### src/rtl/core_ctrl.sv
// core_ctrl: multi-cycle CPU control FSM; define CORE_CTRL_TIMEOUT_EN to add the memory-timeout fault
module core_ctrl #(
  parameter int MEM_TIMEOUT = 16
) (
  input  logic        clk_i,
  input  logic        rst_i,
  input  logic [31:0] instr_i,
  input  logic        mem_ready_i,
  input  logic [2:0]  alu_flag_i,
  output logic        en_rf_o,
  output logic        we_rf_o,
  output logic        sel_rf_o,
  output logic        en_pc_o,
  output logic        load_pc_o,
  output logic        rstn_pc_o,
  output logic        we_ir_o,
  output logic        load_addr_reg_o,
  output logic        sel_alu_port_a_o,
  output logic        sel_alu_port_b_o,
  output logic [2:0]  alu_op_o,
  output logic        re_mem_o,
  output logic        we_mem_o,
  output logic [31:0] imm_o,
  output logic [4:0]  rf_addr_a_o,
  output logic [4:0]  rf_addr_b_o,
  output logic        halt_o,
  output logic        err_o
);
  typedef enum logic [3:0] {FETCH, FETCH_W, DECODE, EXEC, BR, MEM, MEM_W, WB, HALT, FAULT} state_t;
  state_t state, next;
  logic [3:0] op;
  logic flag, tout, rb_zero;
  logic en_rf, we_rf, sel_rf, en_pc, load_pc, we_ir, load_addr, sel_a, sel_b, re, we, halt, err;
  logic [2:0] alu_op;
  logic unused_flags;
  assign op = instr_i[31:28];
  assign unused_flags = ^alu_flag_i[2:1];
`ifdef CORE_CTRL_TIMEOUT_EN
  localparam int CW = $clog2(MEM_TIMEOUT + 1);
  logic [CW-1:0] cnt;
  logic wait_st;
  assign wait_st = (state == FETCH_W) || (state == MEM_W);
  assign tout = cnt == CW'(MEM_TIMEOUT - 1);
  always_ff @(posedge clk_i or posedge rst_i)
    if (rst_i) cnt <= '0;
    else cnt <= (!wait_st || next != state) ? '0 : (cnt == CW'(MEM_TIMEOUT)) ? cnt : cnt + 1'b1;
`else
  localparam int unused_timeout = MEM_TIMEOUT;
  assign tout = 1'b0;
`endif
  always_ff @(posedge clk_i or posedge rst_i)
    if (rst_i) begin
      state <= FETCH;
      flag  <= 1'b0;
    end else begin
      state <= next;
      if (state == EXEC) flag <= alu_flag_i[0];
    end
  always_comb begin
    next = state;
    {en_rf, we_rf, sel_rf, en_pc, load_pc, we_ir, load_addr, sel_a, sel_b, re, we, halt, err, rb_zero} = '0;
    alu_op = 3'b000;
    case (state)
      FETCH: begin
        re   = 1'b1;
        next = FETCH_W;
      end
      FETCH_W: begin
        re    = 1'b1;
        we_ir = mem_ready_i;
        en_pc = mem_ready_i;
        next  = mem_ready_i ? DECODE : tout ? FAULT : FETCH_W;
      end
      DECODE: begin
        en_rf = 1'b1;
        next  = (op == 4'd0 || (op >= 4'd7 && op <= 4'd14)) ? FETCH : (op == 4'd15) ? HALT : EXEC;
      end
      EXEC: begin
        en_rf = 1'b1;
        case (op)
          4'd1: begin
            alu_op = instr_i[2:0];
            next   = WB;
          end
          4'd2, 4'd3, 4'd4: begin
            sel_b     = 1'b1;
            load_addr = op != 4'd2;
            next      = (op == 4'd2) ? WB : MEM;
          end
          4'd5: begin
            rb_zero = 1'b1;
            alu_op  = 3'b001;
            next    = BR;
          end
          4'd6: begin
            sel_a   = 1'b1;
            sel_b   = 1'b1;
            load_pc = 1'b1;
            next    = FETCH;
          end
          default: next = FETCH;
        endcase
      end
      BR: begin
        sel_a   = 1'b1;
        sel_b   = 1'b1;
        load_pc = flag;
        next    = FETCH;
      end
      MEM: begin
        re   = op == 4'd3;
        we   = op == 4'd4;
        next = MEM_W;
      end
      MEM_W: begin
        re   = op == 4'd3;
        we   = op == 4'd4;
        next = mem_ready_i ? ((op == 4'd3) ? WB : FETCH) : tout ? FAULT : MEM_W;
      end
      WB: begin
        en_rf  = 1'b1;
        we_rf  = 1'b1;
        sel_rf = op == 4'd3;
        next   = FETCH;
      end
      HALT: halt = 1'b1;
      FAULT: begin
        halt = 1'b1;
        err  = 1'b1;
      end
      default: next = FETCH;
    endcase
  end
  // Every output is forced low while reset is held, including the field decode.
  assign en_rf_o          = en_rf & ~rst_i;
  assign we_rf_o          = we_rf & ~rst_i;
  assign sel_rf_o         = sel_rf & ~rst_i;
  assign en_pc_o          = en_pc & ~rst_i;
  assign load_pc_o        = load_pc & ~rst_i;
  assign rstn_pc_o        = ~rst_i;
  assign we_ir_o          = we_ir & ~rst_i;
  assign load_addr_reg_o  = load_addr & ~rst_i;
  assign sel_alu_port_a_o = sel_a & ~rst_i;
  assign sel_alu_port_b_o = sel_b & ~rst_i;
  assign alu_op_o         = rst_i ? 3'b000 : alu_op;
  assign re_mem_o         = re & ~rst_i;
  assign we_mem_o         = we & ~rst_i;
  assign halt_o           = halt & ~rst_i;
  assign err_o            = err & ~rst_i;
  assign imm_o            = rst_i ? 32'h0 : {{14{instr_i[17]}}, instr_i[17:0]};
  assign rf_addr_a_o      = rst_i ? 5'd0 : instr_i[27:23];
  assign rf_addr_b_o      = (rst_i || rb_zero) ? 5'd0 : instr_i[22:18];
endmodule
### config.mk
export PLATFORM = sky130hd
export DESIGN_NAME = core_ctrl
export DESIGN_NICKNAME = d
export VERILOG_FILES = /design/src/rtl/core_ctrl.sv
export SDC_FILE = /design/constraint.sdc
export NUM_CORES = 1
export LEC_CHECK = 0
export CORE_MARGIN = 3
export CORE_UTILIZATION = 28
export DETAILED_ROUTE_END_ITERATION = 8
export PLACE_DENSITY_LB_ADDON = 0.08
export SYNTH_ARGS = -nofsm -noshare
export SYNTH_HDL_FRONTEND = slang
export SYNTH_SLANG_ARGS = --single-unit
### constraint.sdc
create_clock -name clk_i -period 3.1 [get_ports clk_i]
set_input_delay 0.93 -clock clk_i [delete_from_list [all_inputs] [get_ports clk_i]]
set_output_delay 0.93 -clock clk_i [all_outputs]
set_load 0.01 [all_outputs]
==> results of run 1 <==
-- cell usage after synthesis --
cell	n	area, um2
nand2b_1	4	25.0
or3_4	1	11.3
o21ai_0	2	10.0
nor4b_1	2	17.5
or4b_1	1	10.0
nor4bb_1	1	10.0
clkbuf_1	7	26.3
buf_2	3	15.0
o211ai_1	2	15.0
nor2b_1	26	163
a41oi_1	1	8.76
a311oi_1	1	8.76
nor3b_1	4	30.0
nand4_1	1	6.26
buf_4	15	113
nand2_1	6	22.5
and2_1	6	37.5
nand3b_1	3	22.5
inv_1	4	15.0
nor3_1	3	15.0
nor2_1	5	18.8
a21oi_1	4	20.0
nand4b_1	3	26.3
o31ai_1	1	7.51
nand4bb_1	1	11.3
buf_6	1	11.3
a41o_1	1	10.0
mux2i_1	1	10.0
and4_4	1	11.3
mux2_2	1	11.3
dfrtp_1	5	125
or4_1	2	15.0
nand3_1	2	10.0
xnor2_1	2	17.5
nor4_1	2	12.5
-- worst max path at each step --
stage	depth (start not counted)	to	slack, ns	from
2_1_floorplan	4	load_pc_o	0.20	instr_i[30]
3_3_place_gp	6	rf_addr_b_o[2]	-0.52	instr_i[30]
3_5_place_dp	6	rf_addr_b_o[1]	-0.57	instr_i[30]
4_1_cts	4	sel_alu_port_a_o	0.006	instr_i[31]
5_1_grt	5	we_mem_o	-0.01	rst_i
6_report	4	load_pc_o	-0.002	instr_i[31]
-- area by class of cell --
type | instances | area share (%)
repair buffers | 122 | 56.3
multi-input cells | 90 | 32.8
flip-flops and latches | 5 | 6.21
well taps | 42 | 2.61
clock buffers | 4 | 1.30
inverters | 4 | 0.745
-- repair_timing --
action	4_1_cts	5_1_grt
gates resized for setup	72	17
gates cloned	1	0
hold endpoints to repair	0	0
buffers inserted	7	0
endpoints found under the setup margin	59	16
pin swaps	4	1
-- layer usage --
layer,up-vias,global-route usage (%)
met5,-,0
met4,0,6.61
met3,10,3.24
met2,62,43.1
met1,589,22.1
li1,613,-
-- kinds of logic (layout without fill, tap and decap cells) --
| kind of cell | after synthesis | count (layout) |
|---|---|---|
| xor gates and xnor gates | 2 | 2 |
| AOI/OAI and AO/OA | 12 | 12 |
| muxes | 2 | 2 |
| and+or+nand+nor | 74 | 74 |
| buffers and inverters | 30 | 130 |
| DFF | 5 | 5 |
-- power by group --
group | total (mW) | internal [mW] | switching, mW
combinational | 0.447 | 0.232 | 0.214
sequential | 0.103 | 0.0894 | 0.0131
clock | 0.0806 | 0.0490 | 0.0316
total | 0.630 | 0.371 | 0.259
-- stage by stage --
step	instances	TNS, ns	hold WS (ns)
after global placement	255	-17.20	0.513
final	267	-0.00205	0.544
after CTS	267	0	0.541
after global routing	267	-0.0366	0.577
after detailed placement	255	-18.21	0.531
after floorplan	125	0	0.481
-- flip-flops by register name, summed over array words and instances (netlist names) --
name and count:
state 4, flag 1
==> impl_metrics.yaml, run 1 <==
outcome:
  outcome: "finished with violations"
  violations: "setup timing"
synthesis:
  ys_seq_area_share_pct: 13.9
  syn-instance-count: 125
  synth_nets: 163
  yosys.area_share.simple_pct: 52.9
  synth_top_family_by_area: "simple AND/OR/NAND/NOR gates"
  syn_area_um2: 900
  synth.ff_latch_count: 5
  synthAdderAreaFrac_pct: 0
  synth_cell_types: 35
  muxShareOfSynthArea_pct: 2.36
  ys_warn_count: 0
  synth_compound_area_share_pct: 8.90
  synth_area_per_cell_um2: 7.20
  synthXorXnorAreaFrac_pct: 1.95
power:
  p_per_area_nw_per_um2: 312
  total_power_mw: 0.630
  p_leak_nw: 1.05
  ir_drop_uv: 204
sta:
  period_share_pct: 100
  setup_viol: 1
  fin_skew_ns: 0.00299
  fin_ws_ns: -0.00205
  min_period_ns: 3.10
  worst_pin_slew_ns: 0.398
  fmax_ghz: 0.322
  slew_viol_final: 0
  finalHoldViolations: 0
  relSlewSlack_pct: 73.3
drt:
  wl_met2_um: 2430
  drt-total-wl_um: 4210
  route.detailed.drc: 0
  drt_pass1_iterations: 4
  drt-initial-drc-count: 60
  wl_met1_um: 1450
  wl_met3_um: 250
  highest_layer: "met4"
  vias: 1274
  viasPerCell: 4.77
  ant_nets: 0
  routedWlPerCell_um: 15.8
critical_path:
  critPathTopFamily: "simple AND/OR/NAND/NOR gates"
  rrSetupSlack_ns: 1.58
  max_stage_delay_ns: 0.55
  path_class: "input port to primary output"
  startpoint_type: "input port"
  worstPathRequired_ns: 2.17
  path_max_fanout: 5
  cp-end-kind: "primary output"
  timing.critical_path.buf_inv: 2
  r2r_cells: 4
  timing.rr.end: "state[1]$_DFFE_PP0P_"
  cp_slowest_cell: "or4b_4"
  path_cells: "dlygate4sd2_1 > or4b_4 > a21oi_2 > clkdlybuf4s15_2"
  critPathArrivalTime_ns: 2.17
  reg2reg_from: "state[1]$_DFFE_PP0P_"
clock_network:
  cts_tree: "built"
  numCtsBuffers: 3
  worstSkewPairLatency_ns: 0.25
  root_buffer: "clkbuf_4"
  htreeDepth: 1
  cts_buffer_depth: 2
  ctsHoldBuffers: 0
  cts_num_sinks: 5
  clk_pin_slew_ns: 0.04
grt:
  grt_max_degree: 20
  grt.overflow.total: 0
  grt_pass1_vias: 1353
  grt_usage_pct: 21.4
  grt_pass1_wl_um: 6780
  grt_antenna_before_repair: 0
floorplan:
  dieArea_um2: 3930
  ios: 97
  num_rows: 19
  die_x_um: 62.7
  dieHeight_um: 62.7
  initial_core_util_pct: 31.0
  fp.coreArea_um2: 2900
finish:
  insertedDiodeCount: 0
  regArea_um2: 125
  final_common_cell: "dlygate4sd2_1"
  fin_area_um2: 2020
  syn_to_final_growth_pct: 124
  multi_input_area_um2: 662
  nets: 264
  postLayoutCoreUtil_pct: 69.5
  final_cell_mix: "dlygate4sd2_1 (48), clkdlybuf4s50_1 (32), nor2b_1 (23)"
  n_fill_cell: 277
  drive_above_1_share_pct: 20.9
min_path:
  hp-class: "flip-flop to flip-flop"
  worstHoldStart: "flag$_DFFE_PP0P_"
  holdPathEnd: "flag$_DFFE_PP0P_"
  holdPathStages: 1
place:
  placed_cell_area_um2: 1890
  preCtsSetupSlack_ns: -0.566
  hpwl_um: 3230
  gp_congestion: 0.787
  port_buffers: 94
flow_run:
  drv_cap: 0
No activity file was read; power rests on OpenSTA's default activity.
==> run 2, diff against run 1 <==
==> constraint.sdc (replaced) <==
create_clock -name clk_i -period 3.1 [get_ports clk_i]
set_input_delay 0.62 -clock clk_i [delete_from_list [all_inputs] [get_ports clk_i]]
set_output_delay 0.62 -clock clk_i [all_outputs]
set_load 0.01 [all_outputs]
==> run 2 against run 1 <==
Against the previous run:
- the flow now finishes without violations
- hold slack got worse by 0.020 ns
- clock power is 9.6% lower
- routed wire length down 16%
- critical endpoint unchanged
- critical path type unchanged
- sequential share of layout area rose by 0.45 points
==> impl_metrics.yaml, run 2 (synthesis results as in run 1) <==
outcome:
  outcome: "completed"
floorplan:
  dieArea_um2: 3930
  fp.coreArea_um2: 2900
  dieHeight_um: 62.7
  initial_core_util_pct: 31.0
  die_x_um: 62.7
  ios: 97
  num_rows: 19
finish:
  top_regs: "state: 4 flops, flag: 1 flops"
  final_cell_mix: "clkdlybuf4s50_1 (93), nor2b_1 (26), buf_4 (12)"
  postLayoutCoreUtil_pct: 64.8
  final_common_cell: "clkdlybuf4s50_1"
  n_fill_cell: 273
  drive_above_1_share_pct: 11.0
  syn_to_final_growth_pct: 109
  largest_register_ffs: 4
  top_register: "state"
  fin_area_um2: 1880
  insertedDiodeCount: 0
  instances_no_fill: 251
  nets: 248
flow_run:
  drv_cap: 0
place:
  dp.cells: 247
  port_buffers: 94
  hpwl_um: 2920
  gp_congestion: 0.780
  placed_cell_area_um2: 1820
  preCtsSetupSlack_ns: 0.0523
grt:
  grt_pass1_vias: 1091
  grt_pass1_wl_um: 5640
  grt_usage_pct: 17.5
  busiest_layer: "met2"
  met1_usage_pct: 19.4
  grt_max_degree: 35
  grt_antenna_before_repair: 0
  grt.overflow.total: 0
  grtUsageMet3_pct: 2.88
  met2_usage_pct: 34.6
sta:
  whs_ns: 0.524
  relSlewSlack_pct: 74.0
  setup_viol: 0
  slew_viol_final: 0
  fmax_ghz: 0.329
  setup_tns_ns: 0
  fin_skew_ns: 0.00246
  min_period_ns: 3.04
  finalHoldViolations: 0
  period_share_pct: 98.1
  worst_pin_slew_ns: 0.386
  fin_ws_ns: 0.0603
  rsz0062_at_grt: "no"
power:
  p_per_area_nw_per_um2: 320
  power.internal_mw: 0.369
  power_frac_seq_pct: 19.4
  p_sw_mw: 0.232
  clkPwrFrac_pct: 12.1
  p_leak_nw: 0.694
  ir_drop_uv: 215
  swShare_pct: 38.6
  p_comb_share_pct: 68.5
  total_power_mw: 0.601
drt:
  vias: 1176
  drt_pass1_iterations: 4
  routedWlPerCell_um: 14.1
  ant_nets: 0
  viasPerCell: 4.69
  drt-initial-drc-count: 42
  drt-total-wl_um: 3540
  route.detailed.drc: 0
clock_network:
  ctsHoldBuffers: 0
  root_buffer: "clkbuf_4"
  cts_buffer_depth: 2
  numCtsBuffers: 3
  worstSkewPairLatency_ns: 0.24
  cts_setup_buffers: 0
  htreeDepth: 1
  clk_pin_slew_ns: 0.04
  cts_num_sinks: 5
  cts_tree: "built"
critical_path:
  startpoint_type: "input port"
  critPathArrivalTime_ns: 2.42
  reg2reg_from: "state[3]$_DFFE_PP0P_"
  worstPathRequired_ns: 2.48
  path_class: "input port to primary output"
  critPathLaunch: "instr_i[28]"
  path_max_fanout: 4
  cp-end-kind: "primary output"
min_path:
  hp-class: "flip-flop to flip-flop"
  worstHoldStart: "flag$_DFFE_PP0P_"
[run 2: worst max-delay path: stages]
cell	delay [ns]
clkdlybuf4s50_1	0.48
or4b_1	0.59
a21oi_1	0.17
clkdlybuf4s50_1	0.57
[run 2: final timing paths]
check                                       endpoint  slack, ns  cells after the start
min in group asynchronous           flag$_DFFE_PP0P_       0.87                      3
worst min register to register      flag$_DFFE_PP0P_       0.52                      1
worst max register to register      flag$_DFFE_PP0P_       1.56                      3
max in group asynchronous       state[0]$_DFFE_PP0P_       1.97                      4
worst min-delay path                flag$_DFFE_PP0P_       0.52                      1
worst max-delay path                       load_pc_o       0.06                      4
[run 2: routing by layer]
metal | routed length, um | vias to the layer above
met5 | 0 | -
met4 | 12 | 0
met3 | 225 | 2
met2 | 1970 | 49
met1 | 1340 | 541
li1 | - | 584
[run 2: power by group through the flow]
stage                     logic [mW]  registers, mW  clock network, mW
final                          0.412          0.117             0.0729
after global routing           0.449          0.120             0.0809
after CTS                      0.406          0.116             0.0761
after detailed placement       0.402          0.117                  0
after global placement         0.394          0.115                  0
after floorplan                0.241         0.0992                  0
[run 2: repair_timing]
item | in CTS | in global routing
setup endpoints to repair | 0 | 12
resized for setup | 0 | 6
endpoints found under the hold margin | 0 | 0
[run 2: layout make-up]
| cell class | instances | area (um2) | area share (%) |
|---|---|---|---|
| clock buffer | 4 | 26.3 | 1.40 |
| timing repair buffer | 106 | 1030 | 55.0 |
| sequential | 5 | 125 | 6.66 |
| tap | 42 | 52.6 | 2.80 |
| multi-input combinational | 90 | 626 | 33.3 |
| inverter | 4 | 15.0 | 0.799 |
